==> config.mk <==
export PLATFORM = sky130hd
export DESIGN_NAME = sign_ext
export DESIGN_NICKNAME = d
export VERILOG_FILES = /design/src/rtl/sign_ext.sv
export SDC_FILE = /design/constraint.sdc
export NUM_CORES = 1
export LEC_CHECK = 0
export CAP_MARGIN = 20
export CORE_MARGIN = 8
export CORE_UTILIZATION = 31
export CTS_BUF_LIST = sky130_fd_sc_hd__clkbuf_8
export DETAILED_ROUTE_END_ITERATION = 12
export GPL_TIMING_DRIVEN = 0
export PLACE_DENSITY = 0.82
export SLEW_MARGIN = 20
export SYNTH_ARGS = -nofsm -noshare
export SYNTH_HDL_FRONTEND = slang
export SYNTH_SLANG_ARGS = --single-unit
export TNS_END_PERCENT = 30
==> constraint.sdc <==
create_clock -name clk -period 1.8 [get_ports clk]
set_input_delay 0.27 -clock clk [delete_from_list [all_inputs] [get_ports clk]]
set_output_delay 0.27 -clock clk [all_outputs]
set_load 0.05 [all_outputs]
==> src/rtl/sign_ext.sv <==
// sign_ext: registered immediate extractor and sign-extender for the LEGv8
// datapath. Decodes a 32-bit instruction word, picks the immediate field of
// the recognised format and sign-extends it to 64 bits; anything else is zero.
//
// Ports:
//   clk    in   1   system clock
//   reset  in   1   synchronous, active-high reset
//   a      in  32   instruction word
//   y      out 64   sign-extended immediate (registered, 1-cycle latency)
//   kind   out  2   format tag: 00 none, 01 D-type, 10 CB-type, 11 B-type
//
// Configuration macro: SIGNEXT_BRANCH_EN
//   defined   -> B (kind 11) and CBNZ (kind 10) are also decoded
//   undefined -> those opcodes give y = 0, kind = 00
module sign_ext (
   input  logic        clk,
   input  logic        reset,
   input  logic [31:0] a,
   output logic [63:0] y,
   output logic [1:0]  kind
);

   localparam int unsigned IW = 32;
   localparam int unsigned YW = 64;
   localparam int unsigned KW = 2;

   localparam logic [10:0] OP_LDUR = 11'b11111000010;
   localparam logic [10:0] OP_STUR = 11'b11111000000;
   localparam logic [7:0]  OP_CBZ  = 8'b10110100;
`ifdef SIGNEXT_BRANCH_EN
   localparam logic [7:0]  OP_CBNZ = 8'b10110101;
   localparam logic [5:0]  OP_B    = 6'b000101;
`endif

   localparam logic [KW-1:0] KIND_NONE = 2'b00;
   localparam logic [KW-1:0] KIND_D    = 2'b01;
   localparam logic [KW-1:0] KIND_CB   = 2'b10;
`ifdef SIGNEXT_BRANCH_EN
   localparam logic [KW-1:0] KIND_B    = 2'b11;
`endif

   logic [YW-1:0] y_c;
   logic [KW-1:0] kind_c;

   // Register bits only B consumes; keeps the default build free of unused-input noise.
   logic unused_low_bits;
   assign unused_low_bits = ^a[4:0];

   // Decode and sign-extend; D checked first, then CB, then B (encodings are disjoint).
   always_comb begin
      y_c    = '0;
      kind_c = KIND_NONE;
      if (a[IW-1:21] == OP_LDUR || a[IW-1:21] == OP_STUR) begin
         y_c    = {{(YW-9){a[20]}}, a[20:12]};
         kind_c = KIND_D;
      end else if (a[IW-1:24] == OP_CBZ) begin
         y_c    = {{(YW-19){a[23]}}, a[23:5]};
         kind_c = KIND_CB;
      end
`ifdef SIGNEXT_BRANCH_EN
      else if (a[IW-1:24] == OP_CBNZ) begin
         y_c    = {{(YW-19){a[23]}}, a[23:5]};
         kind_c = KIND_CB;
      end else if (a[IW-1:26] == OP_B) begin
         y_c    = {{(YW-26){a[25]}}, a[25:0]};
         kind_c = KIND_B;
      end
`endif
   end

   // Output register; reset discards whatever was in flight.
   always_ff @(posedge clk) begin
      if (reset) begin
         y    <= '0;
         kind <= KIND_NONE;
      end else begin
         y    <= y_c;
         kind <= kind_c;
      end
   end

endmodule

Word-level counts from Yosys, hierarchy flattened
Index checks and enable logic that the tools add are counted.
{ "classes": {"eq_ne": 3, "muxes": 4, "reduce_logical": 2} }
{ "op_table": {"columns": ["cell", "count"], "rows": [
  ["64-bit 2-to-1 mux", 2],
  ["11-bit equality test, second input constant", 2],
  ["8-bit equality test, second input constant", 1],
  ["2-bit 2-to-1 mux", 1],
  ["2-bit OR reduction", 1],
  ["1-bit logical OR", 1],
  ["1-bit 2-to-1 mux", 1]
]} }
{ "totals": {"ff_bits": 66, "in_bits": 34, "out_inout_bits": 66, "wordCells": 12} }

Depth between registers and ports, before layout
{ "depth": {"word_depth": 3, "mapped_depth": 4, "ltp_nobuf": 3} }

Least setup slack after synthesis
OpenSTA, ideal clock, no wires.
{ "synth_path": {"path_type": "register to output", "from": "register y[62] (netlist name)", "to": "output port y[19]", "t_arrival_ns": 1.697, "required_time_ns": 1.530, "path_slack_ns": -0.167, "path_stages_with_launch": 2, "n_path_buf": 1, "cell_sequence": "dfxtp_1 buf_4"} }
{ "synth_lines": {"columns": ["item", "line", "text"], "rows": [
  ["end, declared", "19", "output logic [63:0] y,"]
]} }

==> impl_metrics.yaml <==
outcome:
  status: "finished, final reports clean"
global_route:
  grt_pass1_wl_um: 5478
  grt_max_degree: 47
  antenna_found_initial: 0
  grt_pass1_vias: 1070
  track_usage_pct: 12.77
  globalRoute.totalOverflow: 0
setup_path:
  crit_start: "y[62]"
  cpMaxStageDelayCell: "dfxtp_4"
  cp-start-kind: "flop"
  critPathTopFamily: "flip-flops"
  arrival_ns: 1.43
  path_cells: "buf_4 > clkdlybuf4s15_2"
  critPathMaxFanout: 46
  crit_buf_inv: 2
  critPathCaptureType: "primary output"
  crit_end: "y[31]"
  cp.required_ns: 1.53
  max_stage_delay_ns: 0.61
  crit_type: "reg2out"
  cp_num_cells: 2
final_layout:
  final_layout_size_suffix_gt1_share_pct: 47.47
  syn_to_final_growth_pct: 91.00
  n_antenna_cell: 0
  stdcell_count: 263
  utilization_pct: 61.30
  nNetsFinal: 252
  design_area_mm2: 0.002046
timing:
  finalSetupViolations: 0
  rsz0062_at_grt: "no"
  finalHoldViolations: 0
  maxSlewHeadroom_pct: 64.32
  tns_ns: 0
  fmax_mhz: 587.7
  min_period_ns: 1.702
  worst_slew_pin_slew_ns: 0.5335
  maxSlewViolCount: 0
  hold_ws_ns: 0.5708
  finalCritPeriodShare_pct: 94.53
  post-route-worst-setup-slack_ns: 0.09838
floorplanning:
  coreArea_mm2: 0.003337
  initial_core_util_pct: 32.10
  row_count: 21
  fp.dieW_um: 74.78
  die_h_um: 74.78
  io_pins: 100
  dieArea_mm2: 0.005592
cts:
  post-cts-setup-buffer-count: 0
  cts_resized: 104
  cts_made_buffers: 3
  postCtsHoldBufs: 0
  cts_sinks: 21
  root_buffer: "clkbuf_8"
  cts-htree-levels: 1
  cts_tree: "built"
  path_clk_slew_ns: 0.07
  clockBufferDepth: 2
logic_synthesis:
  synth_nets: 153
  synth.avg_cell_area_um2: 9.000
  synth_area_mm2: 0.001071
  synth.distinct_cells: 18
  yosysWarnings: 0
  ys_ff_latch: 21
  seq_area_frac_synth_pct: 39.25
  synthCells: 119
pwr:
  clkPwrFrac_pct: 34.2
  peakVddDrop_v: 0.0004906
  power_frac_comb_pct: 12.1
  internal-power_mw: 0.6826
  power_density_mw_per_mm2: 422.7
  p_seq_share_pct: 53.6
  p_sw_share_pct: 21.07
  power_leakage_nw: 0.9194
  p_sw_mw: 0.1822
  finalPower_mw: 0.8648
detailed_routing:
  viasPerCell: 4.084
  drtAntennaViolNets: 0
  dr.pass1.iters: 4
  drt_iter0_drc: 24
  vias: 1074
  postRouteWirelength_um: 3652
  drcViolationCount: 0
  routedWlPerCell_um: 13.89
placed_design:
  placed_area_mm2: 0.002071
  dp.cells: 259
  io_buffers: 94
  post-place-ws_ns: -0.3304
  hpwlAfterDp_um: 2985
  gp_congestion: 0.6746
run:
  max_cap_violations: 0
hold_path:
  worstHoldPathType: "in2reg"
-- worst min-delay path by stage --
stage	slack, ns	start	end	cells after the start
after CTS	0.56	a[22]	y[17]	3
after global placement	0.83	a[22]	y[17]	3
final	0.57	a[22]	y[17]	3
after global routing	0.60	a[17]	y[12]	3
after detailed placement	0.84	a[22]	y[17]	3
after floorplan	0.40	a[23]	y[62]	2
-- per-layer routing --
metal / wire (µm) / global-route usage, %
met2: 1558 / 19.75
met3: 521 / 6.791
met5: 0 / 0
met1: 1537 / 14.80
met4: 35 / 3.913
-- cells by family (layout without fill, tap and decap cells) --
kind of cell,count (synthesis),count (layout),synth area share [%]
DFF,21,21,39.25
and+or+nand+nor,27,27,13.20
AOI/OAI and AO/OA,19,19,11.68
buffers and inverters,52,150,35.86
-- cells in the mapped netlist, drive strengths merged --
cell	n	area share (%)
buf	48	34
dfxtp	21	39
a21oi	11	5.1
nand2	11	3.9
nor2	9	3.2
a32oi	8	6.5
clkbuf	3	2.0
nor3b	2	1.9
and2b	1	0.82
and4bb	1	1.2
inv	1	0.35
nand3	1	0.47
nand4b	1	0.82
or3	1	1.1
-- power groups by stage --
stage,Sequential (mW),Clock (mW),Combinational [mW]
after floorplan,0.478,0,0.0292
after detailed placement,0.476,0,0.105
after global routing,0.464,0.325,0.112
after CTS,0.464,0.311,0.105
after global placement,0.476,0,0.104
final,0.464,0.296,0.105
-- layout by cell type (no fill, tap or decap) --
cell / instances
buf_4: 78
clkdlybuf4s50_1: 48
dfxtp_1: 20
clkdlybuf4s15_2: 12
nand2_1: 11
a21oi_1: 11
nor2_1: 9
a32oi_1: 8
clkbuf_8: 4
inv_1: 2
clkbuf_1: 2
buf_2: 2
and4bb_2: 1
nand3_1: 1
nor3b_1: 1
nand4b_1: 1
or3_4: 1
buf_6: 1
and2b_2: 1
nor3b_2: 1
clkbuf_2: 1
dfxtp_4: 1
-- flip-flops by register name (all words and copies together), names as in the netlist --
signal / count
y: 19
kind: 2
-- area by class of cell --
class	instances	area [µm²]
Sequential cell	21	424.2
Timing Repair Buffer	94	868.3
Tap cell	46	57.56
Inverter	1	3.754
Clock inverter	1	3.754
Buffer	51	380.4
Clock buffer	3	41.29
Fill cell	309	1291
Multi-Input combinational cell	46	266.5
(Power assumes the default switching activity.)
